### src/rtl/calendar_counter_if.sv
// calendar_counter_if: groups the step/load request and date/pulse status signals of calendar_counter.
// The master drives requests and load values; the slave (the counter) returns date and event pulses.
interface calendar_counter_if #(
  parameter int YEAR_W = 12
);
  logic              advance;
  logic              load;
  logic [4:0]        ld_day;
  logic [3:0]        ld_month;
  logic [YEAR_W-1:0] ld_year;
  logic [2:0]        ld_weekday;
  logic [4:0]        day;
  logic [3:0]        month;
  logic [YEAR_W-1:0] year;
  logic [2:0]        weekday;
  logic              last_day;
  logic              month_tick;
  logic              year_tick;
  logic              year_wrap;
  logic              error;

  modport master (
    output advance, load, ld_day, ld_month, ld_year, ld_weekday,
    input  day, month, year, weekday, last_day, month_tick, year_tick, year_wrap, error
  );

  modport slave (
    input  advance, load, ld_day, ld_month, ld_year, ld_weekday,
    output day, month, year, weekday, last_day, month_tick, year_tick, year_wrap, error
  );
endinterface

### src/rtl/calendar_counter.sv
// calendar_counter: registered day/month/year/weekday calendar; define CAL_GREGORIAN_CENTURY_EN for century leap rule.
// Latency: advance/load sampled on a rising edge, new date and event pulses visible right after that edge.
// Backpressure: none; one step per cycle sustained, advance coinciding with load is dropped.
module calendar_counter #(
  parameter int YEAR_W        = 12,
  parameter int RESET_YEAR    = 2000,
  parameter int RESET_WEEKDAY = 6
) (
  input logic               clk,
  input logic               rst,
  calendar_counter_if.slave cal
);

  logic [4:0]        day_q,     day_d;
  logic [3:0]        month_q,   month_d;
  logic [YEAR_W-1:0] year_q,    year_d;
  logic [2:0]        weekday_q, weekday_d;
  logic              month_tick_q, month_tick_d;
  logic              year_tick_q,  year_tick_d;
  logic              year_wrap_q,  year_wrap_d;
  logic              error_q,      error_d;

  logic [4:0]        cur_len;
  logic [4:0]        ld_len;
  logic              last_day;
  logic              ld_ok;

  function automatic logic is_leap(input logic [YEAR_W-1:0] y);
    logic [31:0] y32;
    y32 = 32'(y);
`ifdef CAL_GREGORIAN_CENTURY_EN
    is_leap = ((y32 % 32'd4) == 32'd0) &&
              (((y32 % 32'd100) != 32'd0) || ((y32 % 32'd400) == 32'd0));
`else
    is_leap = (y32 % 32'd4) == 32'd0;
`endif
  endfunction

  function automatic logic [4:0] month_len(input logic [3:0] m, input logic leap);
    case (m)
      4'd4, 4'd6, 4'd9, 4'd11: month_len = 5'd30;
      4'd2:                    month_len = leap ? 5'd29 : 5'd28;
      default:                 month_len = 5'd31;
    endcase
  endfunction

  // Month length of the registered date only, so last_day never sees the inputs.
  assign cur_len  = month_len(month_q, is_leap(year_q));
  assign last_day = (day_q == cur_len);

  assign ld_len = month_len(cal.ld_month, is_leap(cal.ld_year));
  assign ld_ok  = (cal.ld_month >= 4'd1) && (cal.ld_month <= 4'd12) &&
                  (cal.ld_day >= 5'd1) && (cal.ld_day <= ld_len) &&
                  (cal.ld_weekday <= 3'd6);

  always_comb begin
    day_d        = day_q;
    month_d      = month_q;
    year_d       = year_q;
    weekday_d    = weekday_q;
    month_tick_d = 1'b0;
    year_tick_d  = 1'b0;
    year_wrap_d  = 1'b0;
    error_d      = 1'b0;
    if (cal.load) begin
      if (ld_ok) begin
        day_d     = cal.ld_day;
        month_d   = cal.ld_month;
        year_d    = cal.ld_year;
        weekday_d = cal.ld_weekday;
      end else begin
        error_d = 1'b1;
      end
    end else if (cal.advance) begin
      weekday_d = (weekday_q == 3'd6) ? 3'd0 : weekday_q + 3'd1;
      if (!last_day) begin
        day_d = day_q + 5'd1;
      end else begin
        day_d        = 5'd1;
        month_tick_d = 1'b1;
        if (month_q == 4'd12) begin
          month_d     = 4'd1;
          year_d      = year_q + YEAR_W'(1);
          year_tick_d = 1'b1;
          year_wrap_d = &year_q;
        end else begin
          month_d = month_q + 4'd1;
        end
      end
    end
  end

  always_ff @(posedge clk) begin
    if (rst) begin
      day_q        <= 5'd1;
      month_q      <= 4'd1;
      year_q       <= YEAR_W'(RESET_YEAR);
      weekday_q    <= 3'(RESET_WEEKDAY);
      month_tick_q <= 1'b0;
      year_tick_q  <= 1'b0;
      year_wrap_q  <= 1'b0;
      error_q      <= 1'b0;
    end else begin
      day_q        <= day_d;
      month_q      <= month_d;
      year_q       <= year_d;
      weekday_q    <= weekday_d;
      month_tick_q <= month_tick_d;
      year_tick_q  <= year_tick_d;
      year_wrap_q  <= year_wrap_d;
      error_q      <= error_d;
    end
  end

  assign cal.day        = day_q;
  assign cal.month      = month_q;
  assign cal.year       = year_q;
  assign cal.weekday    = weekday_q;
  assign cal.last_day   = last_day;
  assign cal.month_tick = month_tick_q;
  assign cal.year_tick  = year_tick_q;
  assign cal.year_wrap  = year_wrap_q;
  assign cal.error      = error_q;

endmodule

### src/flat_wrapper.sv
// flat-port wrapper written by rule: the top's interface ports become plain ports
module calendar_counter_flat 
#(
  parameter int YEAR_W        = 12,
  parameter int RESET_YEAR    = 2000,
  parameter int RESET_WEEKDAY = 6
)
  (clk, rst, cal_advance, cal_load, cal_ld_day, cal_ld_month, cal_ld_year, cal_ld_weekday, cal_day, cal_month, cal_year, cal_weekday, cal_last_day, cal_month_tick, cal_year_tick, cal_year_wrap, cal_error);
  calendar_counter_if #(.YEAR_W(YEAR_W)) cal_i ();
  input logic clk;
  input logic rst;
  input wire logic [$bits(cal_i.advance)-1:0] cal_advance;
  input wire logic [$bits(cal_i.load)-1:0] cal_load;
  input wire logic [$bits(cal_i.ld_day)-1:0] cal_ld_day;
  input wire logic [$bits(cal_i.ld_month)-1:0] cal_ld_month;
  input wire logic [$bits(cal_i.ld_year)-1:0] cal_ld_year;
  input wire logic [$bits(cal_i.ld_weekday)-1:0] cal_ld_weekday;
  output wire logic [$bits(cal_i.day)-1:0] cal_day;
  output wire logic [$bits(cal_i.month)-1:0] cal_month;
  output wire logic [$bits(cal_i.year)-1:0] cal_year;
  output wire logic [$bits(cal_i.weekday)-1:0] cal_weekday;
  output wire logic [$bits(cal_i.last_day)-1:0] cal_last_day;
  output wire logic [$bits(cal_i.month_tick)-1:0] cal_month_tick;
  output wire logic [$bits(cal_i.year_tick)-1:0] cal_year_tick;
  output wire logic [$bits(cal_i.year_wrap)-1:0] cal_year_wrap;
  output wire logic [$bits(cal_i.error)-1:0] cal_error;
  assign cal_i.advance = cal_advance;
  assign cal_i.load = cal_load;
  assign cal_i.ld_day = cal_ld_day;
  assign cal_i.ld_month = cal_ld_month;
  assign cal_i.ld_year = cal_ld_year;
  assign cal_i.ld_weekday = cal_ld_weekday;
  assign cal_day = cal_i.day;
  assign cal_month = cal_i.month;
  assign cal_year = cal_i.year;
  assign cal_weekday = cal_i.weekday;
  assign cal_last_day = cal_i.last_day;
  assign cal_month_tick = cal_i.month_tick;
  assign cal_year_tick = cal_i.year_tick;
  assign cal_year_wrap = cal_i.year_wrap;
  assign cal_error = cal_i.error;
  calendar_counter #(.YEAR_W(YEAR_W), .RESET_YEAR(RESET_YEAR), .RESET_WEEKDAY(RESET_WEEKDAY)) u_core (.clk(clk), .rst(rst), .cal(cal_i));
endmodule
### config.mk
export PLATFORM = sky130hd
export DESIGN_NAME = calendar_counter_flat
export DESIGN_NICKNAME = d
export VERILOG_FILES = /design/src/rtl/calendar_counter_if.sv /design/src/rtl/calendar_counter.sv /design/src/flat_wrapper.sv
export SDC_FILE = /design/constraint.sdc
export NUM_CORES = 1
export LEC_CHECK = 0
export CORE_MARGIN = 2
export CORE_UTILIZATION = 47
export CTS_BUF_LIST = sky130_fd_sc_hd__clkbuf_16
export CTS_CLUSTER_DIAMETER = 100
export DETAILED_ROUTE_END_ITERATION = 12
export GPL_TIMING_DRIVEN = 1
export HOLD_SLACK_MARGIN = 0.08
export MAX_ROUTING_LAYER = met4
export PLACE_DENSITY = 0.76
export SLEW_MARGIN = 25
export SYNTH_ARGS = -nofsm -noshare
export SYNTH_HDL_FRONTEND = slang
export SYNTH_SLANG_ARGS = --single-unit
### constraint.sdc
create_clock -name clk -period 2.6 [get_ports clk]
set_clock_uncertainty 0.05 [all_clocks]
set_input_delay 0.26 -clock clk [delete_from_list [all_inputs] [get_ports clk]]
set_output_delay 0.26 -clock clk [all_outputs]
set_load 0.01 [all_outputs]
==> results of run 1 <==
-- path summary, 6_finish.rpt --
path                        from                  end  slack (ps)  depth (start not counted)
min              cal_ld_month[1]  u_core.cal.month[1]         430                          3
max          u_core.cal.month[0]         cal_last_day         110                          7
max reg2reg  u_core.cal.month[0]  u_core.cal.month[1]         180                         11
min reg2reg   u_core.cal.year[7]   u_core.cal.year[7]         430                          2
-- cells in the final DEF, fill, tap and decap left out, types with 9 or more instances in the layout --
cell type	netlist	layout
clkdlybuf4s50_1	0	54
buf_4	0	27
dfxtp_1	28	27
a21oi_1	18	18
nor2_1	17	17
inv_1	16	16
o21ai_0	15	15
nand2_1	14	13
nand3_1	11	10
a211oi_1	10	9
nor3_1	10	9
ha_1	9	9
-- worst min-delay path, delay by kind of cell --
family                 cells  cell delay, ps
muxes                      1             190
AOI/OAI and AO/OA          1              90
buffers and inverters      1             170
-- area by class of cell --
type                    count  area [µm²]  share of cell area [%]
well taps                  50        62.6                    2.17
flip-flops and latches     28         562                    19.5
clock buffers               3        75.1                    2.60
clock inverters             1        30.0                    1.04
inverters                  16        60.1                    2.08
repair buffers             85         796                    27.6
multi-input cells         187        1300                    45.1
-- where the power goes --
group          switching [mW]  leakage [nW]  total [mW]  internal, mW
Clock                   0.162        0.0511       0.469         0.307
Sequential             0.0437         0.230       0.503         0.459
Combinational           0.178         0.905       0.388         0.210
Total                   0.384          1.19        1.36         0.976
-- cell usage after synthesis (3+ instances only) --
master and instances:
a211oi_1 10, inv_1 16, nor4_1 4, nand2_1 14
nand3_1 11, and3_1 7, clkbuf_1 6, nor2b_1 3
mux2_2 3, o31ai_1 6, nand2b_1 3, nor2_1 17
o41ai_1 3, o21ai_0 15, and2_1 3, buf_2 3
a21oi_1 18, dfxtp_1 28, nand4_1 3, ha_1 9
nor3_1 10, a31oi_1 3, o211ai_1 4, mux2i_1 6
-- state kept, by name, indices dropped and copies added, names as in the netlist --
name and count:
u_core.cal.day 5, u_core.cal.weekday 3, u_core.cal.year_wrap 1, u_core.cal.month 4, u_core.cal.year_tick 1, u_core.cal.year 12
u_core.cal.month_tick 1, u_core.cal.error 1
-- cells by family after synthesis --
family	count (synthesis)
buffers and inverters	28
DFF	28
muxes	9
AOI/OAI and AO/OA	80
xor gates and xnor gates	1
adders and majority gates	9
and+or+nand+nor	88
-- per-layer routing --
| layer | part of all wire (%) | vias up | track usage [%] |
|---|---|---|---|
| met5 | 0 | - | - |
| met4 | 0.98 | 0 | 7.75 |
| met3 | 6.6 | 6 | 4.11 |
| met2 | 48 | 106 | 40.3 |
| met1 | 45 | 1044 | 35.7 |
| li1 | - | 1079 | - |
-- repair_timing --
action / 4_1_cts / 5_1_grt
resized for setup: 5 / 11
endpoints found under the setup margin: 1 / 21
setup buffers: 0 / 3
pin swaps: 0 / 4
hold buffers: 0 / 0
==> impl_metrics.yaml, run 1 <==
run_status:
  outcome: "finished, final reports clean"
job:
  max_cap_viol_count: 0
clock_network:
  cts_buffers: 3
  cts.sinks: 28
  cts_max_level: 1
  root_buffer: "clkbuf_16"
  cts.reportedPaths.clkPinSlew_ps: 70
  cts_tree: "built"
  clk_path_buf_depth: 2
  clk-insertion-delay-late_ps: 270
synth:
  yosys.area_share.simple_pct: 24.4
  synth_enable_flop_cells: 0
  synthCells: 243
  netlist-cell-type-count: 53
  synthMuxAreaShare_pct: 4.88
  synthDominantCellAreaShare_pct: 29.1
  synth-adder-area-share_pct: 5.85
  synth.avg_cell_area_um2: 7.92
  synthTopCellsByArea: "dfxtp_1 29%, ha_1 5.9%, a21oi_1 4.7%"
  async_flop_share_pct: 0
  ys_seq_area_share_pct: 29.1
  ys_warn_count: 0
  synthFlopType: "dfxtp_1"
  synth-compound-area-share_pct: 29.3
  synth-seq-cells: 28
  synth_top_family_by_area: "compound AO/OA/AOI/OAI gates"
  synthXorXnorAreaFrac_pct: 0.455
  syn_nets: 280
  yosysTopAreaCell: "dfxtp_1"
  netlist_area_um2: 1920
placement:
  dp.cells: 363
  gp_congestion: 0.901
  place_area_um2: 2700
  numPortBuffers: 56
  dp_slack_ps: -216
  hpwl_um: 4240
sta:
  worstMarginPinSlew_ps: 466
  hold_viol: 0
  max_clock_freq_mhz: 402
  rsz0062_at_grt: "yes"
  max_slew_margin_pct: 68.9
  hold_slack_ps: 428
  drv_slew: 0
  worst_slack_ps: 110
  fin_crit_sh_pct: 95.8
  setup_viol: 0
  setup_tns_ps: 0
  layout_min_cycle_time_ps: 2490
pwr:
  power.leakage_nw: 1.19
  ir_worst_vdd_uv: 373
  p_per_area_nw_per_um2: 471
  power_mw: 1.36
cells_and_area:
  instances_no_fill: 370
  final_core_util_pct: 72.7
  antenna_cells: 0
  area_delta_synth_final_pct: 50.1
  design_area_um2: 2890
  fillers: 311
  nets: 358
  drive_above_1_share_pct: 16.6
critical_path:
  path_delay_family: "compound AO/OA/AOI/OAI gates"
  slowest_delay_ps: 400
  worstPathMaxFanout: 4
  critPathKind: "register to output pin"
  crit_chain: "inv_1, ha_1, o21ai_0, o22ai_2, o21a_2, nor3_2, dlygate4sd2_1"
  cpMaxStageDelayCell: "dfxtp_1"
  required_ps: 2290
  timing.critical_path.buf_inv: 2
  cp-start-kind: "register"
  end_kind: "output pin"
  crit_arrival_ps: 2180
global_route:
  grtUsageTotal_pct: 26.3
  antenna_found_initial: 0
  grt_max_degree: 22
  grt_pass1_wl_um: 9180
  grt_pass1_vias: 1977
  overflow: 0
route:
  wl_um: 5820
  via_per_inst: 6.04
  wl_per_cell_um: 15.7
  drtIter0Drc: 200
  ant_nets: 0
  drt_pass1_iterations: 5
  vias: 2235
  drc_errors: 0
min_path:
  hold_class: "input port to register"
die:
  fp.dieArea_um2: 4620
  io_pins: 57
  die_w_um: 68.0
  core_area_um2: 3970
  row_count: 23
  die_h_um: 68.0
  initial_utilization_pct: 48.5
Power figures use the tool's default switching activity.
==> inputs of run 2 (changes only) <==
- CAP_MARGIN: default -> 20
==> results of run 2 <==
Same layout as run 1: the final DEF is identical, and so are final timing and power.
